[src/rtl/fir_cmem_rx.sv]
// Double-buffered FP16 FIR coefficient memory: a shadow bank loads while the active bank
// serves the MAC sequencer, and banks swap on the first frame-marker rise after a full load.
module fir_cmem_rx #(
  parameter int AW  = 6,
  parameter int DW  = 16,
  parameter bit FTZ = 1'b1
) (
  input  logic          clk_fast,
  input  logic          rst_n,
  input  logic          clk_slow,
  input  logic          cload,
  input  logic [AW-1:0] caddr,
  input  logic [DW-1:0] cin,
  input  logic [AW-1:0] rd_addr,
  output logic [DW-1:0] rd_data,
  output logic          coef_valid,
  output logic          swap,
  output logic [1:0]    state,
  output logic [6:0]    denorm_cnt,
  output logic          ovw_err
);

  localparam int DEPTH = 1 << AW;

  typedef enum logic [1:0] {
    IDLE    = 2'd0,
    LOADING = 2'd1,
    READY   = 2'd2
  } fsm_t;

  fsm_t             fsm_q, fsm_d;
  logic [DW-1:0]    bank0 [DEPTH];
  logic [DW-1:0]    bank1 [DEPTH];
  logic             bank_sel;
  logic [DEPTH-1:0] mask;
  logic [DEPTH-1:0] wr_bit;
  logic             s_q;
  logic             slow_rise;
  logic             mask_full;
  logic             commit;
  logic             is_sub;
  logic [DW-1:0]    wdata;

  assign slow_rise = clk_slow & ~s_q;
  assign commit    = (fsm_q == READY) && slow_rise;
  assign mask_full = &(mask | wr_bit);
  assign is_sub    = (cin[14:10] == 5'd0) && (cin[9:0] != 10'd0);
  assign wdata     = (FTZ && is_sub) ? {cin[DW-1], {(DW-1){1'b0}}} : cin;
  assign state     = fsm_q;

  always_comb begin
    wr_bit         = '0;
    wr_bit[caddr]  = cload;
  end

  always_ff @(posedge clk_fast or negedge rst_n) begin
    if (!rst_n) fsm_q <= IDLE;
    else        fsm_q <= fsm_d;
  end

  always_comb begin
    fsm_d = fsm_q;
    case (fsm_q)
      IDLE:    if (cload) fsm_d = LOADING;
      LOADING: if (cload && mask_full) fsm_d = READY;
      READY:   if (slow_rise) fsm_d = IDLE;
      default: fsm_d = IDLE;
    endcase
  end

  // Shadow bank is the one not selected; a write on the commit edge lands in the bank going live.
  always_ff @(posedge clk_fast) begin
    if (cload && rst_n) begin
      if (bank_sel) bank0[caddr] <= wdata;
      else          bank1[caddr] <= wdata;
    end
  end

  always_ff @(posedge clk_fast or negedge rst_n) begin
    if (!rst_n) begin
      s_q        <= 1'b1;
      bank_sel   <= 1'b0;
      mask       <= '0;
      swap       <= 1'b0;
      coef_valid <= 1'b0;
      denorm_cnt <= 7'd0;
      ovw_err    <= 1'b0;
    end else begin
      s_q  <= clk_slow;
      swap <= commit;
      if (commit) begin
        bank_sel   <= ~bank_sel;
        coef_valid <= 1'b1;
        mask       <= '0;
      end else if (cload) begin
        mask <= mask | wr_bit;
      end
      if (cload && (fsm_q == LOADING) && mask[caddr]) ovw_err <= 1'b1;
      if (cload) begin
        if (fsm_q == IDLE)                      denorm_cnt <= {6'd0, is_sub};
        else if (is_sub && denorm_cnt != 7'd127) denorm_cnt <= denorm_cnt + 7'd1;
      end
    end
  end

  always_ff @(posedge clk_fast or negedge rst_n) begin
    if (!rst_n)          rd_data <= '0;
    else if (!coef_valid) rd_data <= '0;
    else if (bank_sel)   rd_data <= bank1[rd_addr];
    else                 rd_data <= bank0[rd_addr];
  end

endmodule

[config.mk]
export PLATFORM = sky130hd
export DESIGN_NAME = fir_cmem_rx
export DESIGN_NICKNAME = d
export VERILOG_FILES = /design/src/rtl/fir_cmem_rx.sv
export SDC_FILE = /design/constraint.sdc
export NUM_CORES = 2
export LEC_CHECK = 0
export CAP_MARGIN = 20
export CORE_UTILIZATION = 57
export CTS_BUF_LIST = sky130_fd_sc_hd__clkbuf_8 sky130_fd_sc_hd__clkbuf_16
export DETAILED_ROUTE_END_ITERATION = 16
export PLACE_DENSITY = 0.82
export SLEW_MARGIN = 25
export SYNTH_ARGS = -nofsm -noshare
export SYNTH_HDL_FRONTEND = slang
export SYNTH_SLANG_ARGS = --single-unit
[constraint.sdc]
create_clock -name clk_fast -period 2.79 [get_ports clk_fast]
set_input_delay 0.837 -clock clk_fast [delete_from_list [all_inputs] [get_ports clk_fast]]
set_output_delay 0.837 -clock clk_fast [all_outputs]
set_load 0.01 [all_outputs]
# ---- After elaboration in Yosys (flattened, before gate mapping)
# Memories as Yosys holds them, arrays and structs flattened.
# Cells that the tools add are included.
dict set report op_classes {
  n_addsub 1
  order_cmp 2
  eq_ne 6
  muxes 21
  n_bitwise 5
  n_reduce_logical 16
}
# cell n
set op_table {}
lappend op_table {{$mux W64} 2}
lappend op_table {{$and A64 B64 Y64} 1}
lappend op_table {{$or A64 B64 Y64} 1}
lappend op_table {{$reduce_and A64 Y1} 1}
lappend op_table {{$mux W16} 2}
lappend op_table {{$mux W15} 1}
lappend op_table {{$mux W7} 2}
lappend op_table {{$reduce_bool A10 Y1} 1}
lappend op_table {{$logic_and A1 B1 Y1} 8}
lappend op_table {{$mux W1} 8}
lappend op_table {{$add A7 B1 Y7 const B} 1}
lappend op_table {{$lt A6 B7 Y1 const B} 1}
lappend op_table {{$ne A7 B7 Y1 const B} 1}
lappend op_table {{$bmux W1 S6} 1}
lappend op_table {{$demux W1 S6} 1}
lappend op_table {{$ge A6 B1 Y1 const B} 1}
lappend op_table {{$mux W2} 3}
lappend op_table {{$ne A2 B2 Y1 const B} 3}
lappend op_table {{$pmux W2 S3} 1}
lappend op_table {{$logic_not A5 Y1} 1}
lappend op_table {{$reduce_bool A2 Y1} 2}
lappend op_table {{$reduce_and A3 Y1} 1}
lappend op_table {{$eq A2 B1 Y1 const B} 1}
lappend op_table {{$eq A2 B2 Y1 const B} 1}
lappend op_table {{4 further kinds} 5}
dict set report word_totals {
  reg_bits 94
  mem_bits_rw 2048
  inputBits 32
  out_inout_bits 28
  elab_cells 62
  n_memories 2
}
# name words width read_ports rd_clocked_by_memory_dff write_ports line
set mem_list {}
lappend mem_list {bank0 64 16 1 0 1 32} ;# logic [DW-1:0] bank0 [DEPTH];
lappend mem_list {bank1 64 16 1 0 1 33} ;# logic [DW-1:0] bank1 [DEPTH];

# ---- Longest topological paths before layout
dict set report depth {
  ltp_word 10
  mapped_depth 11
  mapped_depth_nobuf 7
}

# ---- Worst setup path after synthesis
# No wires, ideal clock.
dict set report synth_path {
  path_type {input to register}
  from {in cin[4]}
  to {mem bank0[0][6] (data pin)}
  setup_ps 1243
  arrival_time_ps 6410
  t_required_ps 1547
  setup_slack_ps -4863
  path_stages 3
  n_path_buf 0
  cell_sequence {nor4_1 -> nand3_1 -> a21boi_0}
}
dict set report synth_via {
  elab_chain_len 3
}
# item line
set synth_lines {}
lappend synth_lines {{start: declaration} 13} ;# input logic [DW-1:0] cin,
lappend synth_lines {{$reduce_bool A10 Y1} 47} ;# assign is_sub = (cin[14:10] == 5'd0) && (cin[9:0] != 10'd0);
lappend synth_lines {{$logic_and A1 B1 Y1} 47}
lappend synth_lines {{$mux W15} 48} ;# assign wdata = (FTZ && is_sub) ? {cin[DW-1], {(DW-1){1'b0}}} : cin;
lappend synth_lines {{via wdata[6]} 42} ;# logic [DW-1:0] wdata;
lappend synth_lines {{end: declaration} 32}
# The timed path passes the listed nets, and every way through them passes these cells.

# ---- Final worst setup path
dict set report layout_path {
  from {in rd_addr[0]}
  to {reg rd_data[1]}
}
dict set report layout_via {
  elab_chain_len 3
  word_cells_on_any_way 4
  classes_between {mux: 2; memory: 2}
}
# item line
set layout_lines {}
lappend layout_lines {{start: declaration} 14} ;# input logic [AW-1:0] rd_addr,
lappend layout_lines {{$mem_v2 Z64 W16 (on tied branches)} n/a}
lappend layout_lines {{$mux W16 *} 109} ;# else if (bank_sel) rd_data <= bank1[rd_addr];
lappend layout_lines {{$mux W16 *} 108} ;# else if (!coef_valid) rd_data <= '0;
lappend layout_lines {{end signal: assignment} 109}
lappend layout_lines {{end signal: assignment} 110} ;# else rd_data <= bank0[rd_addr];
lappend layout_lines {{end: declaration} 15} ;# output logic [DW-1:0] rd_data,
# Mark *: on every way between the ends. The rest lies on a longest branch, timed or not.
# A chain may end at the register's enable or synchronous reset.

==> impl_metrics.ini <==
[cells_and_area]
finish.cell_count_without_fillers = 7007
fillCellCount = 8123
final_nets = 4947
area.growth.synth_to_final_pct = 20.4
layout.cell_area.non_filler_mm2 = 0.101
final_layout_size_suffix_gt1_share_pct = 30.1

[power]
leakage_nw = 33.6
irDropWorstVdd_uv = 588
power_per_cell_area_mw_per_mm2 = 670

[grt]
grt.total_usage_pct = 34.0
global_route_wire_length_before_repair_um = 353000
pin_count_of_the_biggest_net_entering_global_routing = 129
grt_antenna_before_repair = 14
vias_in_the_first_global_route = 49200
overflow_left_after_global_routing = 0

[clocking]
ctsHtreeMaxLevel = 4
clockBufferDepth = 3
numCtsBuffers = 200
cts.reportedPaths.clkPinSlew_ns = 0.07
clock-sinks = 2142
clock_insertion_delay_worst_skew_ns = 0.88
cts_root_buffer = sky130_fd_sc_hd__clkbuf_16
cts_tree = done
ctsHoldBuffers = 0

[timing]
unrepaired_setup_endpoints_after_global_routing = yes
tightestPinTransition_ns = 1.03
maxSlewHeadroom_pct = 31.0
fin_worst_skew_ns = 0.0984
timing.final.setup_violations = 6
time_the_final_worst_path_needs_with_i_o_delays_and_setup_ns = 2.89
achievable-frequency_ghz = 0.346
finalHoldViolations = 0
max_slew_violation_count = 0
worst_slack_ns = -0.0986
finalCritPeriodShare_pct = 104

[routing]
drt_iter0_markers = 8354
num_vias = 48800
detail_route.drc_violations = 0
wirelength_routed_um = 249000
drt_pass1_iterations = 9
drt.antenna.violating_nets = 0
vias_per_cell = 6.97
avgRoutedWirePerCell_um = 35.6

[floorplan]
io_pins = 60
start_util_pct = 57.4
fp.coreArea_mm2 = 0.146
std_cell_rows = 140
vertical_die_dimension_um = 385
fp.dieW_um = 385
die_area_mm2 = 0.148

[yosys]
yosysTopAreaCellShare_pct = 73.6
yosys_most_used_dff = sky130_fd_sc_hd__edfxtp_1
syn_nets = 4267
yosysSeqAreaShare_pct = 76.4
synth_async_sr_flop_share_pct = 4.39
synth_enable_flop_cells = 2048
synth_area_mm2 = 0.0836
synth_area_leaders = sky130_fd_sc_hd__edfxtp_1 (74%), sky130_fd_sc_hd__mux4_2 (10%), sky130_fd_sc_hd__dfrtp_1 (2.8%)
synth_top_cells_by_count = sky130_fd_sc_hd__edfxtp_1 (2048), sky130_fd_sc_hd__mux4_2 (373), sky130_fd_sc_hd__nor2_1 (231)
yosys.area.top_type = sky130_fd_sc_hd__edfxtp_1
postSynthRegisterBits = 2142
cell_with_the_most_instances_after_synthesis = sky130_fd_sc_hd__edfxtp_1
yosysWarningCount = 0
post_synth_num_cell_types = 73
synth.avg_cell_area_um2 = 19.7
synthCells = 4234

[place]
dp.final_hpwl_um = 149000
post-place-cells = 6626
detailed_place.area_mm2 = 0.0937
numPortBuffers = 59
finalWeightedCongestion = 0.977

[worst_setup_path]
crit_path_start_kind = input port
cp_slowest_stage_delay_ns = 0.58
cp_max_fo = 20
cp.required_ns = 3.54
critPathSlowestCell = sky130_fd_sc_hd__o41a_1
crit_arrival_ns = 3.63
critPathKind = input port to flop
worst_setup_path_end_kind = flop
crit_path_cell_trace = buf_16, buf_16, buf_16, mux4_2, a22oi_2, nand4_1, o41a_1
critPathMostFrequentCell = sky130_fd_sc_hd__buf_16

[flow_run]
drv_cap = 0

[status]
failed_checks = negative setup slack
status = finished with violations

[worst_hold_path]
worst_hold_path_type = input port to asynchronous set/reset pin
final cells by class:
type | instances | area [um2] | area share, %
diodes | 6 | 15.0 | 0.0149
clock buffers | 209 | 5140 | 5.11
well taps | 1917 | 2400 | 2.38
multi-input cells | 1810 | 18700 | 18.6
flip-flops and latches | 2142 | 63900 | 63.5
inverters | 5 | 18.8 | 0.0187
repair buffers | 755 | 9010 | 8.95
clock inverters | 163 | 1440 | 1.43
through the flow:
step / power [mW] / hold slack, ns / util [%] / TNS (ns) / setup slack (ns)
after floorplan: 38.3 / 0.471 / - / -884.78 / -0.589
after global placement: 40.1 / 0.465 / 64.4 / -697.08 / -0.951
after detailed placement: 40.3 / 0.471 / 64.4 / -794.80 / -1.01
after CTS: 67.3 / 0.0538 / 69.0 / -0.0318 / -0.0318
after global routing: 68.7 / 0.0986 / 69.1 / -0.0455 / -0.0394
final: 67.4 / 0.101 / 69.1 / -0.303 / -0.0986
timing repair:
item / 4_1_cts / 5_1_grt
pin swaps: 11 / 6
endpoints found under the setup margin: 24 / 22
resized for setup: 27 / 41
gates cloned: 0 / 1
buffers inserted: 1 / 1
registers in the layout (all words and copies together) (netlist names):
name / count
bank0: 1024
coef_valid: 1
bank1: 1024
ovw_err: 1
state: 2
bank_sel: 1
mask: 64
swap: 1
rd_data: 16
denorm_cnt: 7
s_q: 1
placed cells by master, fill, tap and decap left out, drive strengths merged, types with 48 or more instances in the layout:
cell type  synthesis  layout
dfrtp             93      93
nor2b             62      62
edfxtp          2048    2048
nor2             231     231
nand2             48      48
mux4             378     378
mux2              70      70
a22oi            203     203
nand4             63      63
clkinv             0      86
inv                5      54
nand3            131     131
nor3              50      50
clkbuf           137     210
mux2i            214     214
a21oi             58      58
buf              138     707
cells by family (layout without fill, tap and decap cells):
kind of cell    after synthesis  count (layout)  synth area share, %
mux                         662             662                 13.7
compound gates              430             430                 3.72
xor+xnor                      5               5               0.0524
fa+ha+maj                     1               1               0.0150
flops                      2142            2142                 76.4
other cells                   0               6                    0
simple gates                712             712                 4.46
buf+inv                     282            1132                 1.66
routing by layer:
metal / GRT usage, % / share of wire, %
met5: 0 / 0.062
met1: 41.3 / 31
met2: 53.8 / 47
met3: 10.1 / 14
met4: 20.8 / 7.9
worst max-delay path: cells and delay by family:
| family | cells | cell delay (ns) |
|---|---|---|
| buffers and inverters | 3 | 0.73 |
| and+or+nand+nor | 1 | 0.57 |
| AOI/OAI and AO/OA | 2 | 0.87 |
| muxes | 1 | 0.57 |
worst paths after layout:
path | from | endpoint | slack (ns) | depth (start not counted)
worst max-delay path | rd_addr[0] | rd_data[1] | -0.1 | 7
max in group asynchronous | rst_n | mask[10] | 1.65 | 3
worst max register to register | bank_sel | rd_data[2] | 0 | 8
worst min-delay path | rst_n | rd_data[9] | 0.10 | 2
worst min register to register | ovw_err | ovw_err | 0.47 | 2
min in group clk_fast | clk_slow | s_q | 0.46 | 1
where the power goes:
part | switching, mW | total [mW] | internal, mW | leakage [nW]
clock network | 12.3 | 27.6 | 15.2 | 3.37
registers | 0.268 | 35.7 | 35.5 | 19.5
logic | 2.43 | 4.09 | 1.66 | 10.7
Note: power is estimated with default switching activity, not from simulation.
